===== src/rtl/tge_pkg.sv =====
// Shared types and constants for the 10GbE transmit scheduler: FSM states,
// header field positions and the header builder.
package tge_pkg;

    localparam int         DEF_DATA_W    = 64;
    localparam logic [7:0] DEF_HDR_MAGIC = 8'hA5;

    localparam int HDR_MAGIC_LSB = 56;
    localparam int HDR_CH_LSB    = 48;
    localparam int HDR_LEN_LSB   = 32;
    localparam int HDR_SEQ_LSB   = 0;

    typedef enum logic [1:0] {
        ST_IDLE,
        ST_HDR,
        ST_PAYLOAD,
        ST_GAP
    } tx_state_t;

    function automatic logic [63:0] make_hdr(input logic [7:0]  magic,
                                             input logic [7:0]  ch,
                                             input logic [15:0] len,
                                             input logic [31:0] seq);
        logic [63:0] h;
        h = '0;
        h[HDR_MAGIC_LSB +: 8]  = magic;
        h[HDR_CH_LSB    +: 8]  = ch;
        h[HDR_LEN_LSB   +: 16] = len;
        h[HDR_SEQ_LSB   +: 32] = seq;
        return h;
    endfunction

endpackage


===== src/rtl/rr_arbiter.sv =====
// Rotating-priority select: first requester strictly after last_grant,
// wrapping, with last_grant itself lowest priority.
module rr_arbiter #(
    parameter int N_CH = 4,
    parameter int GW   = (N_CH > 1) ? $clog2(N_CH) : 1
) (
    input  logic [N_CH-1:0] req,
    input  logic [GW-1:0]   last_grant,
    output logic [GW-1:0]   grant,
    output logic            any_req
);

    logic [GW-1:0] idx;

    // NOTE: every output of a combinational block gets a default first so no latch is inferred.
    always_comb begin
        grant   = last_grant;
        any_req = |req;
        idx     = '0;
        // Walk from farthest to nearest so the nearest requester wins.
        for (int off = N_CH; off >= 1; off--) begin
            idx = GW'((int'(last_grant) + off) % N_CH);
            if (req[idx])
                grant = idx;
        end
    end

endmodule


===== src/rtl/tge_tx_sched.sv =====
// Round-robin scheduler that drains full packets from per-channel FIFOs into
// one 10GbE TX port as header + payload frames with an enforced idle gap.
module tge_tx_sched
    import tge_pkg::*;
#(
    parameter int         N_CH       = 4,
    parameter int         DATA_W     = DEF_DATA_W,
    parameter int         PKT_WORDS  = 128,
    parameter int         CNT_W      = 10,
    parameter int         GAP_CYCLES = 4,
    parameter logic [7:0] HDR_MAGIC  = DEF_HDR_MAGIC
) (
    input  logic                     clk,
    input  logic                     rst_n,
    input  logic                     en,
    input  logic [N_CH-1:0]          ch_mask,
    input  logic [N_CH*CNT_W-1:0]    fifo_count,
    input  logic [N_CH-1:0]          fifo_empty,
    input  logic [N_CH*DATA_W-1:0]   fifo_dout,
    output logic [N_CH-1:0]          fifo_re,
    input  logic                     tx_afull,
    output logic [DATA_W-1:0]        tx_data,
    output logic                     tx_valid,
    output logic                     tx_eof,
    input  logic                     clr_err,
    output logic [N_CH-1:0]          underflow
);

    localparam int GW = (N_CH > 1) ? $clog2(N_CH) : 1;

    tx_state_t     state;
    logic [GW-1:0] gnt;
    logic [GW-1:0] last_grant;
    logic [15:0]   re_cnt;
    logic [15:0]   word_cnt;
    logic [15:0]   gap_cnt;
    logic [31:0]   seq [N_CH];

    logic [N_CH-1:0]   elig;
    logic [N_CH-1:0]   grant_oh;
    logic [GW-1:0]     arb_gnt;
    logic              arb_any;
    logic [DATA_W-1:0] hdr_word;
    logic [DATA_W-1:0] pay_word;

    always_comb begin
        elig = '0;
        for (int i = 0; i < N_CH; i++)
            elig[i] = ch_mask[i] &&
                      (32'(fifo_count[i*CNT_W +: CNT_W]) >= 32'(PKT_WORDS));
    end

    rr_arbiter #(.N_CH(N_CH), .GW(GW)) u_arb (
        .req        (elig),
        .last_grant (last_grant),
        .grant      (arb_gnt),
        .any_req    (arb_any)
    );

    always_comb begin
        grant_oh          = '0;
        grant_oh[arb_gnt] = 1'b1;
        hdr_word = DATA_W'(make_hdr(HDR_MAGIC, 8'(gnt), 16'(PKT_WORDS), seq[gnt]));
        pay_word = fifo_dout[gnt*DATA_W +: DATA_W];
    end

    // NOTE: sequential state uses non-blocking assignments only, so every register samples pre-edge values.
    always_ff @(posedge clk or negedge rst_n) begin
        if (!rst_n) begin
            state      <= ST_IDLE;
            gnt        <= '0;
            last_grant <= GW'(N_CH - 1);
            fifo_re    <= '0;
            re_cnt     <= '0;
            word_cnt   <= '0;
            gap_cnt    <= '0;
            tx_data    <= '0;
            tx_valid   <= 1'b0;
            tx_eof     <= 1'b0;
            underflow  <= '0;
            // NOTE: seq is a tiny register array, not RAM, so it can and must be reset explicitly.
            for (int i = 0; i < N_CH; i++)
                seq[i] <= '0;
        end else begin
            // A fresh underflow beats a simultaneous clear.
            underflow <= (underflow & ~{N_CH{clr_err}}) | (fifo_re & fifo_empty);

            // The read strobe runs independently of the output pipeline: it
            // stops itself after exactly PKT_WORDS reads.
            if (fifo_re != '0) begin
                re_cnt <= re_cnt + 16'd1;
                if (re_cnt == 16'(PKT_WORDS - 1))
                    fifo_re <= '0;
            end

            case (state)
                ST_IDLE: begin
                    tx_valid <= 1'b0;
                    tx_eof   <= 1'b0;
                    if (en && !tx_afull && arb_any) begin
                        gnt        <= arb_gnt;
                        last_grant <= arb_gnt;
                        fifo_re    <= grant_oh;
                        re_cnt     <= '0;
                        state      <= ST_HDR;
                    end
                end
                ST_HDR: begin
                    tx_data   <= hdr_word;
                    tx_valid  <= 1'b1;
                    tx_eof    <= 1'b0;
                    seq[gnt]  <= seq[gnt] + 32'd1;
                    word_cnt  <= '0;
                    state     <= ST_PAYLOAD;
                end
                ST_PAYLOAD: begin
                    tx_data  <= pay_word;
                    tx_valid <= 1'b1;
                    tx_eof   <= (word_cnt == 16'(PKT_WORDS - 1));
                    word_cnt <= word_cnt + 16'd1;
                    if (word_cnt == 16'(PKT_WORDS - 1)) begin
                        gap_cnt <= '0;
                        state   <= ST_GAP;
                    end
                end
                ST_GAP: begin
                    tx_valid <= 1'b0;
                    tx_eof   <= 1'b0;
                    gap_cnt  <= gap_cnt + 16'd1;
                    if (gap_cnt == 16'(GAP_CYCLES - 1))
                        state <= ST_IDLE;
                end
                default: state <= ST_IDLE;
            endcase
        end
    end

endmodule


===== config.mk =====
export PLATFORM = sky130hd
export DESIGN_NAME = tge_tx_sched
export DESIGN_NICKNAME = d
export VERILOG_FILES = /design/src/rtl/tge_pkg.sv /design/src/rtl/rr_arbiter.sv /design/src/rtl/tge_tx_sched.sv
export SDC_FILE = /design/constraint.sdc
export NUM_CORES = 1
export LEC_CHECK = 0
export BUFFER_PORTS_ARGS = -buffer_cell sky130_fd_sc_hd__buf_2
export CAP_MARGIN = 20
export CORE_UTILIZATION = 53
export DETAILED_ROUTE_END_ITERATION = 10
export GPL_TIMING_DRIVEN = 1
export PLACE_DENSITY = 0.81
export RECOVER_POWER = 25
export SETUP_SLACK_MARGIN = 0.15
export SYNTH_ARGS = -nofsm -noshare
export SYNTH_HDL_FRONTEND = slang
export SYNTH_SLANG_ARGS = --single-unit

===== constraint.sdc =====
create_clock -name clk -period 3.3 [get_ports clk]
set_clock_uncertainty 0.2 [all_clocks]
set_input_delay 0.495 -clock clk [delete_from_list [all_inputs] [get_ports clk]]
set_output_delay 0.495 -clock clk [all_outputs]
set_load 0.02 [all_outputs]

## After elaboration in Yosys (flattened, before gate mapping)

Index checks and enable logic that the tools add are counted.

- Bits in registers: 256
- Output and inout port bits: 74
- Logic and storage cells: 107

- $add $sub $neg: 8
- Magnitude comparators: 12
- Equal/unequal tests: 9
- Shift-type cells: 1
- Multiplexer cells: 37
- Bitwise logic cells: 5
- Reductions and logical operators: 20

Operators with widths:

| cell | count |
|---|---|
| $shiftx 256x9->64 | 1 |
| $bwmux 128 | 1 |
| $pmux 64 s2 | 1 |
| $mux 32 | 3 |
| $bmux 32 s2 | 1 |
| $demux 32 s2 | 1 |
| $mux 16 | 4 |
| $pmux 16 s2 | 2 |
| $add 16x1->16 const B | 3 |
| $ge 10x8->1 const B | 4 |
| $add 32x1->32 const B | 1 |
| $eq 16x7->1 const B | 2 |
| $eq 16x2->1 const B | 1 |
| $mux 4 | 4 |
| $lt 2x3->1 const B | 5 |
| $mux 2 | 7 |
| $and 4x4->4 | 2 |
| $bmux 1 s2 | 4 |
| $logic_and 1x1->1 | 8 |
| $pmux 2 s4 | 1 |
| $ne 2x2->1 const B | 3 |
| $mux 1 | 5 |
| $add 2x1->2 const B | 2 |
| $add 2x2->2 const B | 2 |
| 19 further kinds | 24 |

## Longest topological paths before layout

- Depth after elaboration: 14
- Depth in mapped cells: 10
- Depth with buffers taken out: 8

## Modules after synthesis

Synthesis repeated with hierarchy kept, for this count alone.

- Cells, all modules: 1,354
- Area total of the unflattened synthesis: 13,915.8 µm²

By module, submodules not included:

| module | times used | cells an instance | area each (µm²) | sequential area each (µm²) |
|---|---|---|---|---|
| tge_tx_sched | 1 | 1,340 | 13,843.3 | 6,408.6 |
| rr_arbiter | 1 | 14 | 72.6 | 0.0 |

## Worst setup path after synthesis

Ideal clock, no wire load.

- Kind: reg2reg
- From: register gnt[0]
- To: register seq[118] in the netlist's numbering
- Setup time: 137 ps
- Arrival: 2,249 ps
- Slack: 714 ps
- Stages on the path, launching flop included: 11
- Path buffers: 3
- Clock period less this slack: 2,586 ps
- Cell sequence: dfrtp_1 -> buf_6 -> buf_6 -> mux4_2 -> ha_1 -> nand4_1 -> nor2_1 -> buf_2 -> nand4_1 -> xor2_1 -> a21oi_1

- Cells in the longest elaborated chain, start to end: 6

Ends and longest elaborated chain:

| what | RTL line | source |
|---|---|---|
| from (decl) | tge_tx_sched.sv:32 | `logic [GW-1:0] gnt;` |
| from (signal assigned) | tge_tx_sched.sv:101 | `gnt <= arb_gnt;` |
| $not 2->3 (not written as such) * | tge_tx_sched.sv:112 | `seq[gnt] <= seq[gnt] + 32'd1;` |
| $bmux 32 s2, or another cell as far along | tge_tx_sched.sv:112 |  |
| $mux 32 (not written as such) / $logic_and 1x1->1 (equally long branches) | tge_tx_sched.sv:112 |  |
| $mux 32 (not written as such) | tge_tx_sched.sv:112 |  |
| $add 32x1->32 / $demux 32 s2 (equally long branches) | tge_tx_sched.sv:112 |  |
| $bwmux 128 * | tge_tx_sched.sv:112 |  |
| to (signal, indexed assignment) | tge_tx_sched.sv:112 |  |
| to (decl) | tge_tx_sched.sv:37 | `logic [31:0] seq [N_CH];` |

Mark *: on every way between the ends. The rest lies on a longest branch, timed or not. The select of a mux whose other input is x is not followed.
A chain may end at the register's enable or synchronous reset.

## Final worst setup path

- From: register gnt[0]
- To: register seq[63] in the netlist's numbering

The elaborated chain is that of the path after synthesis.

==> reports/qor.csv <==
stage,metric,value,unit
logic_synthesis,syn-cell-area,0.0134,mm^2
cts,cts_made_buffers,26,
drt,num_vias,11500,
logic_synthesis,synth_fp_nets,1584,
sta,rsz0062_at_grt,no,
logic_synthesis,post_synth_num_cell_types,57,
logic_synthesis,ys.flop_type,dfrtp_1,
grt,grt_max_degree,102,
drt,drc,0,
final_layout,drive_gt1_share,32.5,%
power_and_ir_drop,p_leak,7.70,nW
power_and_ir_drop,ir_drop,360,uV
logic_synthesis,avgSynthCellArea,10.6,um^2
setup_path,crit_required,3500,ps
setup_path,slowest_delay,630,ps
logic_synthesis,yosysTopAreaCell,dfrtp_1,
die,die_height,161,um
logic_synthesis,synth_top_area_share,47.5,%
placement,hpwlAfterDp,26500,um
setup_path,path_cells,buf_12 > buf_4 > mux4_2 > nand4_1 > nor4_1 > nand4_1 > xor2_1 > o21ai_1,
grt,grt_pass1_wl,60100,um
sta,worstMarginPinSlew,982,ps
logic_synthesis,ys_seq_area_share,47.9,%
final_layout,final_cells,1943,
grt,gr-usage-all-layers,29.5,%
sta,setup_tns,0,ps
setup_path,worst-setup-path-type,reg2reg,
die,start_util,54.5,%
logic_synthesis,async_reset_ff_share,100,%
sta,finalSetupViolCount,0,
placement,finalWeightedCongestion,0.933,
logic_synthesis,syn_inst,1265,
cts,cts_sinks,256,
logic_synthesis,synth_warnings,0,
die,core,0.0245,mm^2
final_layout,areaGrowthSynthToFinish,23.1,%
die,die_x,161,um
final_layout,diodes,0,
sta,report.final.slew_viol_count,0,
setup_path,cp_max_fo,15,
grt,grt_antenna_before_repair,0,
power_and_ir_drop,pwr_density_cell,405,mW/mm^2
logic_synthesis,synth-seq-cells,256,
sta,finalCriticalPeriod,3020,ps
drt,dr.pass1.iters,7,
grt,grt_pass1_vias,11300,
setup_path,crit_arrival,3220,ps
final_layout,final_nets,1919,
drt,drt-total-wl,38600,um
cts,htree_levels,1,
sta,fmax,331,MHz
grt,overflow,0,
cts,cts-root-buf,clkbuf_16,
setup_path,start_kind,flip-flop,
setup_path,slowest_stage,dfrtp_4,
sta,finalHoldViolations,0,
die,ios,383,
logic_synthesis,synth.area.top_cells,"dfrtp_1, mux4_2, nand2_1, o21ai_0, nor2_1",
status,status,"complete, no violations",
placement,dp.cells,1888,
cts,cts.reportedPaths.clkPinSlew,60,ps
sta,slew_headroom,34.5,%
cts,cts_tree,built,
die,dieArea,0.0259,mm^2
sta,final.period_utilization,91.6,%
cts,ctsLongestPathBuffers,3,
drt,ant_nets,0,
die,rows,57,
logic_synthesis,synth_edf_count,0,
cts,clock_latency,530,ps
min_path,hp-class,in2reg,
placement,placement.io_buffers,354,
setup_path,cp-end-kind,flip-flop,
drt,drtIter0Drc,1075,
drt,vias_per_cell,5.92,
sta,hold-worst-slack,25.0,ps
power_and_ir_drop,total_power,0.00667,W
job,maxCapViolCount,0,
setup_path,cpMostUsedCell,nand4_1,
drt,wl_per_cell,19.9,um
==> path summary, 6_finish.rpt <==
path                              from      endpoint  slack (ps)  cells after the start
max in group asynchronous        rst_n   tx_data[43]        1060                      3
setup reg to reg                gnt[0]       seq[63]         280                      8
setup / recovery                gnt[0]       seq[63]         280                      8
hold reg to reg            tx_data[48]   tx_data[48]         280                      1
min in group asynchronous        rst_n     re_cnt[1]         380                      2
hold / removal                 clr_err  underflow[1]          20                      2
==> cells in the final DEF (no fill, tap or decap), types with 7 or more instances in the layout <==
cell type	n
mux2_2	8
nor2_1	126
o21ai_1	26
buf_2	353
a22o_1	7
nand4_1	28
clkbuf_1	7
dfrtp_1	252
mux4_2	80
xor2_1	44
a31oi_1	30
nand2_1	192
ha_1	8
a21oi_1	41
mux2i_1	9
clkbuf_16	27
buf_12	7
nor4_1	9
and2_1	7
mux4_1	13
xnor2_1	22
o21ai_0	108
inv_1	48
nand3_1	51
buf_4	22
clkinv_2	7
and3_1	11
==> synth_stat cells, drive strengths merged, types with 8 or more instances <==
| library cell | count |
|---|---|
| mux2 | 8 |
| o21ai | 134 |
| dfrtp | 254 |
| a21oi | 41 |
| xor2 | 44 |
| clkbuf | 58 |
| nand3 | 52 |
| mux4 | 93 |
| mux2i | 9 |
| a31oi | 30 |
| and3 | 11 |
| inv | 48 |
| buf | 27 |
| ha | 10 |
| nor4 | 10 |
| nand4 | 29 |
| nand2 | 192 |
| xnor2 | 23 |
| nor2 | 126 |
==> metrics by stage <==
step	util (%)	setup WS, ps	cell area (um^2)
finish	67.1	276	16500
global route	67.1	180	16500
CTS	67.0	206	16400
detailed placement	63.2	274	15500
global placement	63.2	323	15500
floorplan	-	714	13400
==> kinds of logic (layout without fill, tap and decap cells) <==
group / Yosys count / count (layout) / synth area share (%)
simple gates: 453 / 453 / 15.2
mux: 110 / 110 / 17.4
buf+inv: 133 / 487 / 4.21
xor+xnor: 67 / 67 / 4.45
fa+ha+maj: 10 / 10 / 0.936
flops: 256 / 256 / 47.9
compound gates: 236 / 236 / 9.94
==> layout make-up <==
class	count	area, um^2
inverters	48	180
fillers	1875	8070
multi-input cells	876	6430
well taps	324	405
flip-flops and latches	256	6420
repair buffers	392	2170
clock buffers	38	767
clock inverters	9	95.1
==> per-layer routing <==
| metal | GRT usage, % | part of all wire [%] | up-vias |
|---|---|---|---|
| li1 | - | - | 5182 |
| met1 | 38.5 | 40 | 5685 |
| met2 | 51.4 | 50 | 551 |
| met3 | 3.87 | 6.8 | 78 |
| met4 | 9.05 | 3.0 | 0 |
| met5 | 0 | 0 | - |
==> power breakdown <==
part	total (W)	internal [W]	switching, W
Sequential	0.00321	0.00318	0.0000254
Combinational	0.000489	0.000236	0.000252
Clock	0.00298	0.00176	0.00122
Total	0.00667	0.00518	0.00149
==> registers in the layout, indices dropped and copies added (netlist names), 4 cells and up <==
| name | count |
|---|---|
| fifo_re | 4 |
| gap_cnt | 16 |
| re_cnt | 16 |
| seq | 128 |
| tx_data | 64 |
| underflow | 4 |
| word_cnt | 16 |
==> timing repair <==
action,CTS,global route
hold endpoints to repair,98,0
resized for setup,0,1
endpoints found under the setup margin,0,55
setup buffers,0,2
hold buffers,6,0
==> critical path: cells and delay by family, from the launching register on <==
| family | cells | cell delay [ps] |
|---|---|---|
| simple gates | 3 | 790 |
| flops | 1 | 630 |
| buf+inv | 2 | 400 |
| mux | 1 | 400 |
| xor+xnor | 1 | 340 |
| compound gates | 1 | 130 |
Note: power is estimated with default switching activity, not from simulation.
